===== src/rtl/prs_mon_pkg.sv =====
`default_nettype none
// ============================================================================
// Module : prs_mon_pkg
// Brief  : Shared states, event codes and event record for the PRS monitor.
// Rev    : 1.0
// ============================================================================
package prs_mon_pkg;

  localparam int c_MAX_NODE_W = 5;
  localparam int c_MAX_TS_W   = 32;

  typedef enum logic [2:0] {
    UNKNOWN = 3'd0,
    DRV_HI  = 3'd1,
    DRV_LO  = 3'd2,
    HOLD_HI = 3'd3,
    HOLD_LO = 3'd4,
    INTF    = 3'd5
  } node_state_e;

  typedef enum logic [1:0] {
    EVT_NONE      = 2'b00,
    EVT_INTERFERE = 2'b01,
    EVT_DECAY     = 2'b10
  } evt_code_e;

  // Widest event layout; each monitor instance narrows node/ts to its parameters.
  typedef struct packed {
    evt_code_e                code;
    logic [c_MAX_NODE_W-1:0]  node;
    logic [c_MAX_TS_W-1:0]    ts;
  } evt_t;

  function automatic int node_idx_w(input int n);
    return (n > 1) ? $clog2(n) : 1;
  endfunction

endpackage
`default_nettype wire


===== src/rtl/prs_mon_fifo.sv =====
`default_nettype none
// ============================================================================
// Module : prs_mon_fifo
// Brief  : Synchronous first-word-fall-through event FIFO.
// Rev    : 1.0
// ============================================================================
module prs_mon_fifo
  import prs_mon_pkg::*;
#(
  parameter int  DEPTH  = 8,
  parameter type T_DATA = evt_t
) (
  input  logic  clk,
  input  logic  reset,
  input  logic  i_push,
  input  T_DATA i_data,
  input  logic  i_pop,
  output T_DATA o_data,
  output logic  o_full,
  output logic  o_empty
);

  localparam int c_AW = $clog2(DEPTH);

  T_DATA           r_mem [DEPTH];
  logic [c_AW:0]   r_wr_ptr;
  logic [c_AW:0]   r_rd_ptr;
  logic            w_do_pop;
  logic            w_do_push;

  // A pop in the same cycle frees the slot, so a push into a full FIFO is legal then.
  assign w_do_pop  = i_pop & ~o_empty;
  assign w_do_push = i_push & (~o_full | w_do_pop);

  always_ff @(posedge clk) begin
    if (reset) begin
      r_wr_ptr <= '0;
      r_rd_ptr <= '0;
    end else begin
      if (w_do_push) r_wr_ptr <= r_wr_ptr + 1'b1;
      if (w_do_pop)  r_rd_ptr <= r_rd_ptr + 1'b1;
    end
  end

  always_ff @(posedge clk) begin
    if (w_do_push) r_mem[r_wr_ptr[c_AW-1:0]] <= i_data;
  end

  assign o_data  = r_mem[r_rd_ptr[c_AW-1:0]];
  assign o_empty = (r_wr_ptr == r_rd_ptr);
  assign o_full  = (r_wr_ptr[c_AW] != r_rd_ptr[c_AW]) &&
                   (r_wr_ptr[c_AW-1:0] == r_rd_ptr[c_AW-1:0]);

endmodule
`default_nettype wire


===== src/rtl/prs_node_monitor.sv =====
`default_nettype none
// ============================================================================
// Module : prs_node_monitor
// Brief  : Reconstructs tri-state PRS node values and queues interference/decay events.
// Rev    : 1.0
// ============================================================================
module prs_node_monitor
  import prs_mon_pkg::*;
#(
  parameter int N_NODES      = 4,
  parameter int DECAY_CYCLES = 16,
  parameter int FIFO_DEPTH   = 8,
  parameter int TS_W         = 16
) (
  input  logic                          clk,
  input  logic                          reset,
  input  logic [N_NODES-1:0]            i_up,
  input  logic [N_NODES-1:0]            i_down,
  output logic [N_NODES-1:0]            o_node_val,
  output logic [N_NODES-1:0]            o_node_known,
  output logic                          o_evt_valid,
  input  logic                          i_evt_ready,
  output logic [1:0]                    o_evt_code,
  output logic [node_idx_w(N_NODES)-1:0] o_evt_node,
  output logic [TS_W-1:0]               o_evt_ts,
  output logic                          o_overflow,
  output logic [7:0]                    o_drop_cnt
);

  localparam int c_NODE_W = node_idx_w(N_NODES);
  localparam int c_CNT_W  = $clog2(DECAY_CYCLES + 1);

  typedef struct packed {
    evt_code_e             code;
    logic [c_NODE_W-1:0]   node;
    logic [TS_W-1:0]       ts;
  } evt_loc_t;

  logic [N_NODES-1:0]  r_up, r_down;
  logic [TS_W-1:0]     r_ts;
  logic [N_NODES-1:0]  r_pend_intf, r_pend_decay;
  logic [TS_W-1:0]     r_ts_intf [N_NODES];
  logic [TS_W-1:0]     r_ts_decay [N_NODES];
  logic                r_overflow;
  logic [7:0]          r_drop_cnt;

  logic [N_NODES-1:0]  w_det_intf, w_det_decay;
  logic [N_NODES-1:0]  w_clr_intf, w_clr_decay;
  logic [N_NODES-1:0]  w_drop_intf, w_drop_decay;
  logic                w_grant_any, w_grant_decay;
  logic [c_NODE_W-1:0] w_grant_node;
  logic [TS_W-1:0]     w_grant_ts;
  logic                w_full, w_empty, w_pop, w_push;
  logic [6:0]          w_drop_num;
  logic [8:0]          w_drop_sum;
  evt_loc_t            w_push_data, w_head;

  for (genvar gi = 0; gi < N_NODES; gi++) begin : g_node
    node_state_e        r_state, w_state_nxt;
    logic [c_CNT_W-1:0] r_float_cnt, w_float_nxt, w_float_inc;
    logic               w_det_i, w_det_d;

    always_ff @(posedge clk) begin
      if (reset) begin
        r_state     <= UNKNOWN;
        r_float_cnt <= '0;
      end else begin
        r_state     <= w_state_nxt;
        r_float_cnt <= w_float_nxt;
      end
    end

    always_comb begin
      w_state_nxt = r_state;
      w_float_nxt = r_float_cnt;
      w_det_i     = 1'b0;
      w_det_d     = 1'b0;
      // The first floating cycle after a drive counts as one.
      if (r_state == HOLD_HI || r_state == HOLD_LO) w_float_inc = r_float_cnt + 1'b1;
      else                                          w_float_inc = c_CNT_W'(1);
      case ({r_up[gi], r_down[gi]})
        2'b10: begin w_state_nxt = DRV_HI; w_float_nxt = '0; end
        2'b01: begin w_state_nxt = DRV_LO; w_float_nxt = '0; end
        2'b11: begin
          w_state_nxt = INTF;
          w_float_nxt = '0;
          w_det_i     = (r_state != INTF);
        end
        default: begin
          if (r_state inside {DRV_HI, HOLD_HI, DRV_LO, HOLD_LO}) begin
            if (w_float_inc >= c_CNT_W'(DECAY_CYCLES)) begin
              w_state_nxt = UNKNOWN;
              w_float_nxt = '0;
              w_det_d     = 1'b1;
            end else begin
              if (r_state == DRV_HI || r_state == HOLD_HI) w_state_nxt = HOLD_HI;
              else                                         w_state_nxt = HOLD_LO;
              w_float_nxt = w_float_inc;
            end
          end
        end
      endcase
    end

    assign w_det_intf[gi]   = w_det_i;
    assign w_det_decay[gi]  = w_det_d;
    assign o_node_val[gi]   = (r_state == DRV_HI) || (r_state == HOLD_HI);
    assign o_node_known[gi] = r_state inside {DRV_HI, HOLD_HI, DRV_LO, HOLD_LO};
    assign w_clr_intf[gi]   = w_push & ~w_grant_decay & (w_grant_node == c_NODE_W'(gi));
    assign w_clr_decay[gi]  = w_push &  w_grant_decay & (w_grant_node == c_NODE_W'(gi));
  end

  // Scanning downward lets the lowest index win, and INTERFERE win over DECAY.
  always_comb begin
    w_grant_any   = 1'b0;
    w_grant_decay = 1'b0;
    w_grant_node  = '0;
    w_grant_ts    = '0;
    for (int i = N_NODES - 1; i >= 0; i--) begin
      if (r_pend_decay[i]) begin
        w_grant_any   = 1'b1;
        w_grant_decay = 1'b1;
        w_grant_node  = c_NODE_W'(i);
        w_grant_ts    = r_ts_decay[i];
      end
      if (r_pend_intf[i]) begin
        w_grant_any   = 1'b1;
        w_grant_decay = 1'b0;
        w_grant_node  = c_NODE_W'(i);
        w_grant_ts    = r_ts_intf[i];
      end
    end
  end

  assign w_pop  = ~w_empty & i_evt_ready;
  assign w_push = w_grant_any & (~w_full | w_pop);

  assign w_push_data.code = w_grant_decay ? EVT_DECAY : EVT_INTERFERE;
  assign w_push_data.node = w_grant_node;
  assign w_push_data.ts   = w_grant_ts;

  // A re-detection only counts as lost when it cannot be merged into a queued slot.
  assign w_drop_intf  = w_det_intf  & r_pend_intf  & ~w_clr_intf  & {N_NODES{w_full}};
  assign w_drop_decay = w_det_decay & r_pend_decay & ~w_clr_decay & {N_NODES{w_full}};

  always_comb begin
    w_drop_num = '0;
    for (int i = 0; i < N_NODES; i++) begin
      w_drop_num = w_drop_num + 7'(w_drop_intf[i]) + 7'(w_drop_decay[i]);
    end
  end

  assign w_drop_sum = {1'b0, r_drop_cnt} + {2'b00, w_drop_num};

  always_ff @(posedge clk) begin
    if (reset) begin
      r_up         <= '0;
      r_down       <= '0;
      r_ts         <= '0;
      r_pend_intf  <= '0;
      r_pend_decay <= '0;
      r_overflow   <= 1'b0;
      r_drop_cnt   <= '0;
      for (int i = 0; i < N_NODES; i++) begin
        r_ts_intf[i]  <= '0;
        r_ts_decay[i] <= '0;
      end
    end else begin
      r_up         <= i_up;
      r_down       <= i_down;
      r_ts         <= r_ts + TS_W'(1);
      r_pend_intf  <= (r_pend_intf  & ~w_clr_intf)  | w_det_intf;
      r_pend_decay <= (r_pend_decay & ~w_clr_decay) | w_det_decay;
      for (int i = 0; i < N_NODES; i++) begin
        if (w_det_intf[i] && !(r_pend_intf[i] && !w_clr_intf[i]))
          r_ts_intf[i] <= r_ts;
        if (w_det_decay[i] && !(r_pend_decay[i] && !w_clr_decay[i]))
          r_ts_decay[i] <= r_ts;
      end
      if ((|w_drop_intf) || (|w_drop_decay)) r_overflow <= 1'b1;
      r_drop_cnt <= (w_drop_sum > 9'd255) ? 8'hFF : w_drop_sum[7:0];
    end
  end

  prs_mon_fifo #(
    .DEPTH  (FIFO_DEPTH),
    .T_DATA (evt_loc_t)
  ) u_fifo (
    .clk     (clk),
    .reset   (reset),
    .i_push  (w_push),
    .i_data  (w_push_data),
    .i_pop   (i_evt_ready),
    .o_data  (w_head),
    .o_full  (w_full),
    .o_empty (w_empty)
  );

  assign o_evt_valid = ~w_empty;
  assign o_evt_code  = w_head.code;
  assign o_evt_node  = w_head.node;
  assign o_evt_ts    = w_head.ts;
  assign o_overflow  = r_overflow;
  assign o_drop_cnt  = r_drop_cnt;

endmodule
`default_nettype wire


===== config.mk =====
export PLATFORM = sky130hd
export DESIGN_NAME = prs_node_monitor
export DESIGN_NICKNAME = d
export VERILOG_FILES = /design/src/rtl/prs_mon_pkg.sv /design/src/rtl/prs_mon_fifo.sv /design/src/rtl/prs_node_monitor.sv
export SDC_FILE = /design/constraint.sdc
export NUM_CORES = 1
export LEC_CHECK = 0
export ABC_CLOCK_PERIOD_IN_PS = 9600
export BUFFER_PORTS_ARGS = -buffer_cell sky130_fd_sc_hd__clkbuf_2
export CAP_MARGIN = 40
export CORE_MARGIN = 1
export CORE_UTILIZATION = 50
export DETAILED_ROUTE_END_ITERATION = 7
export PLACE_DENSITY = 0.64
export SLEW_MARGIN = 20
export SYNTH_ARGS = -nofsm -noshare
export SYNTH_HDL_FRONTEND = slang
export SYNTH_SLANG_ARGS = --single-unit
export TNS_END_PERCENT = 30

===== constraint.sdc =====
create_clock -name clk -period 9.6 [get_ports clk]
set_input_delay 0.48 -clock clk [delete_from_list [all_inputs] [get_ports clk]]
set_output_delay 0.48 -clock clk [all_outputs]
set_load 0.03 [all_outputs]

==> flow_metrics.py <==
metrics = {
    "cells_and_area": {
        "antenna-diode-count": 0,
        "layout_filler_cell_count": 2611,
        "nets": 1328,
        "flow.area_growth_from_synthesis_pct": 12.75,
        "post_route_cells_drive_above_1_share_pct": 16.96,
    },
    "synth": {
        "synth.avg_cell_area_um2": 12.99,
        "async_flop_share_pct": 0,
        "yosysUniqueCellTypes": 68,
        "share_of_the_yosys_chip_area_belonging_to_registers_pct": 63.24,
        "post_synth_inst_count": 1258,
        "synth_compound_gate_area_share_pct": 9.505,
        "netlist.area_leader.share_pct": 52.94,
        "synth_mux_area_share_pct": 7.085,
        "post-synth-top-area-cell": "edfxtp_1",
        "syn-cell-area_um2": 16340,
        "synth_fa_ha_area_share_pct": 1.915,
        "yosys_register_bits": 372,
        "synth-edff-count": 288,
        "yosys-top-cells-area": "edfxtp_1 (53%), dfxtp_1 (10%), mux4_2 (5.5%)",
        "synth_simple_gate_area_share_pct": 12.97,
        "yosys_warnings": 0,
        "synth.net_count": 1291,
        "post_synth_xor_area_fraction_pct": 2.037,
        "dominant_combinational_cell_family_by_area_after_synthesis": "simple AND/OR/NAND/NOR gates",
        "synthFlopType": "edfxtp_1",
    },
    "cts": {
        "tritoncts.num_buffers": 40,
        "cts_resized": 0,
        "cts.root.buffer_cell": "clkbuf_16",
        "cts.reportedPaths.clkPinSlew_ns": 0.06,
        "maximum_buffer_depth_of_the_clock_tree": 3,
        "cts_setup_buffers": 0,
        "clock_sinks": 372,
        "clock_tree_from_tritoncts": "done",
        "clk_latency_ns": 0.53,
        "htreeDepth": 2,
        "cts_hold_buffers": 0,
    },
    "grt": {
        "grt-ovfl-total": 0,
        "pin_count_of_the_biggest_net_entering_global_routing": 74,
        "grt_antenna_before_repair": 0,
        "grt_pass1_wl_um": 51570,
        "first_global_vias": 9630,
        "track_usage_pct": 19.50,
    },
    "drt": {
        "routed_wl_um": 31840,
        "post_route_drc_violation_count": 0,
        "wl_per_cell_um": 18.07,
        "vias": 9823,
        "initialDrtViolationCount": 627,
        "antenna_violating_nets_post_route": 0,
        "drt_pass1_iterations": 4,
        "drt-vias-per-instance": 5.575,
    },
    "pwr": {
        "power.internal_w": 0.002766,
        "net_switching_power_w": 0.0007784,
        "switching_share_pct": 21.96,
        "power_density_nw_per_um2": 192.4,
        "power_frac_seq_pct": 50.5,
        "power_leakage_nw": 6.581,
        "ir_drop_uv": 130.5,
        "p_clk_share_pct": 43.1,
        "comb_power_share_pct": 6.4,
    },
    "timing": {
        "timing.final.setup_violations": 0,
        "fin_tns_setup_ns": 0,
        "worst-slew-pin-transition_ns": 0.7286,
        "maxClockFrequency_mhz": 198.5,
        "timing.clock.skew_ns": 0.01835,
        "final_min_period_over_clock_period_pct": 52.48,
        "period_minus_slack_ns": 5.038,
        "finalHoldViolations": 0,
        "finalMaxSlewViolations": 0,
        "whs_ns": 0.1577,
        "max-slew-margin-rel_pct": 51.16,
        "grt_setup_unrepaired": "no",
    },
    "hold_path": {
        "hp-class": "input port to flip-flop",
        "min-delay-start": "i_up[2]",
    },
    "die": {
        "die_height_um": 182.8,
        "initial_utilization_pct": 51.24,
        "standard_cell_rows": 65,
        "die-area_um2": 33400,
        "ios": 49,
        "floorplan.die.width_um": 182.8,
        "area_of_the_core_region_um2": 31880,
    },
    "place": {
        "port_buffers": 48,
        "place.gp.congestion": 0.8101,
        "dpl.hpwl_um": 20280,
    },
    "worst_setup_path": {
        "data_arrival_time_of_the_worst_path_ns": 5.44,
        "setup.worst_path.end_class": "flip-flop",
        "worst_r2r_src": "u_fifo.r_wr_ptr[1]$_SDFFE_PP0P_",
        "crit_fanout": 12,
        "worst_ep_required_time_ns": 10.00,
        "critical_path.startpoint": "u_fifo.r_wr_ptr[1]$_SDFFE_PP0P_",
        "setup.worst_path.start_class": "flip-flop",
        "path_class": "flip-flop to flip-flop",
    },
    "run_status": {
        "result_of_the_run": "finished clean",
    },
    "run": {
        "max-cap-violations": 0,
    },
}
[critical path: stages (launching register included)]
cell and delay (ns):
dfxtp_1 0.57, xnor2_1 0.22, nand4_1 0.45, nor2_1 0.49
o211ai_1 0.16, nor2_1 0.15, fa_1 0.43, inv_1 0.09
fa_1 0.38, inv_1 0.09, fa_1 0.42, fa_1 0.45
inv_1 0.08, fa_1 0.22, nor2b_1 0.06, o21ai_0 0.16
nand2b_1 0.15, nand3_1 0.24, a21oi_1 0.11
[layout by cell type, fill, tap and decap left out, types with 42 or more instances in the layout]
| cell | count |
|---|---|
| edfxtp_1 | 288 |
| a21oi_1 | 101 |
| and2_1 | 93 |
| dfxtp_1 | 82 |
| nor2_1 | 64 |
| o21ai_0 | 55 |
| clkbuf_2 | 48 |
| inv_1 | 46 |
| and3_1 | 46 |
| clkbuf_16 | 42 |
[per-layer routing]
metal	vias up	GRT usage, %	part of all wire (%)
li1	4747	-	-
met1	4844	26.67	46
met2	184	32.81	49
met3	48	2.879	3.9
met4	0	4.840	1.6
met5	-	0	0
[final cells by class]
type	count	area (um2)	area share, %
timing repair buffer	80	545.5	2.962
clock inverter	22	221.5	1.202
multi-input combinational	754	5510	29.92
inverter	47	176.4	0.9578
clock buffer	52	1089	5.910
tap	435	544.3	2.955
sequential	372	10330	56.10
[state kept, by name (all words and copies together) (netlist names), named ones only]
name                flops
u_fifo.r_wr_ptr         4
g_node.r_state         12
r_up                    4
r_ts_decay             64
r_pend_intf             4
u_fifo.r_mem          160
r_pend_decay            4
u_fifo.r_rd_ptr         4
r_down                  4
o_drop_cnt              8
g_node.r_float_cnt     20
r_ts                   16
r_ts_intf              64
o_overflow              1
[stage by stage]
stage,power (W),setup WS [ns],cells,utilization [%],area (um2)
CTS,0.003571,4.550,1758,57.54,18340
global route,0.003658,4.022,1762,57.77,18420
finish,0.003545,4.562,1762,57.77,18420
detailed placement,0.002049,4.567,1684,53.43,17030
global placement,0.002044,4.676,1683,53.34,17010
floorplan,0.001991,5.223,1258,-,16340
[Yosys cell counts, drive strengths merged (3+ instances only)]
cell type,count
a211oi,6
a21o,3
a21oi,101
a221oi,18
a22o,14
a31oi,3
a32oi,4
and2,93
and3,46
buf,16
clkbuf,69
dfxtp,84
edfxtp,288
fa,5
ha,17
inv,46
mux2,21
mux4,40
nand2,39
nand2b,6
nand3,26
nand4,10
nor2,67
nor2b,32
nor3,20
nor3b,6
nor4,4
nor4b,3
o21ai,64
o31ai,20
or2,8
or3,9
xnor2,15
xor2,23
[worst paths after layout]
path	to	slack [ns]	cells past startpoint
setup / recovery	o_drop_cnt[3]$_SDFF_PP0_	4.56	18
hold / removal	r_up[2]$_SDFF_PP0_	0.16	2
setup reg to reg	o_drop_cnt[3]$_SDFF_PP0_	4.56	18
hold reg to reg	g_node[1].r_float_cnt[3]$_SDFFE_PP0N_	0.50	2
[power groups by stage]
stage	registers (W)	logic, W	clock network, W
2_1_floorplan	0.00181	0.000179	0
3_3_place_gp	0.00182	0.000220	0
3_5_place_dp	0.00183	0.000223	0
4_1_cts	0.00179	0.000224	0.00156
5_1_grt	0.00180	0.000248	0.00161
6_report	0.00179	0.000227	0.00153
[logic make-up (layout without fill, tap and decap cells)]
group,count (synthesis),in the layout
buffers and inverters,132,201
multiplexers,63,63
AND/OR/NAND/NOR,379,379
XOR/XNOR,38,38
adder cells (fa/ha/maj),22,22
flip-flops,372,372
AO/OA/AOI/OAI,252,252
No activity file was read; power rests on OpenSTA's default activity.
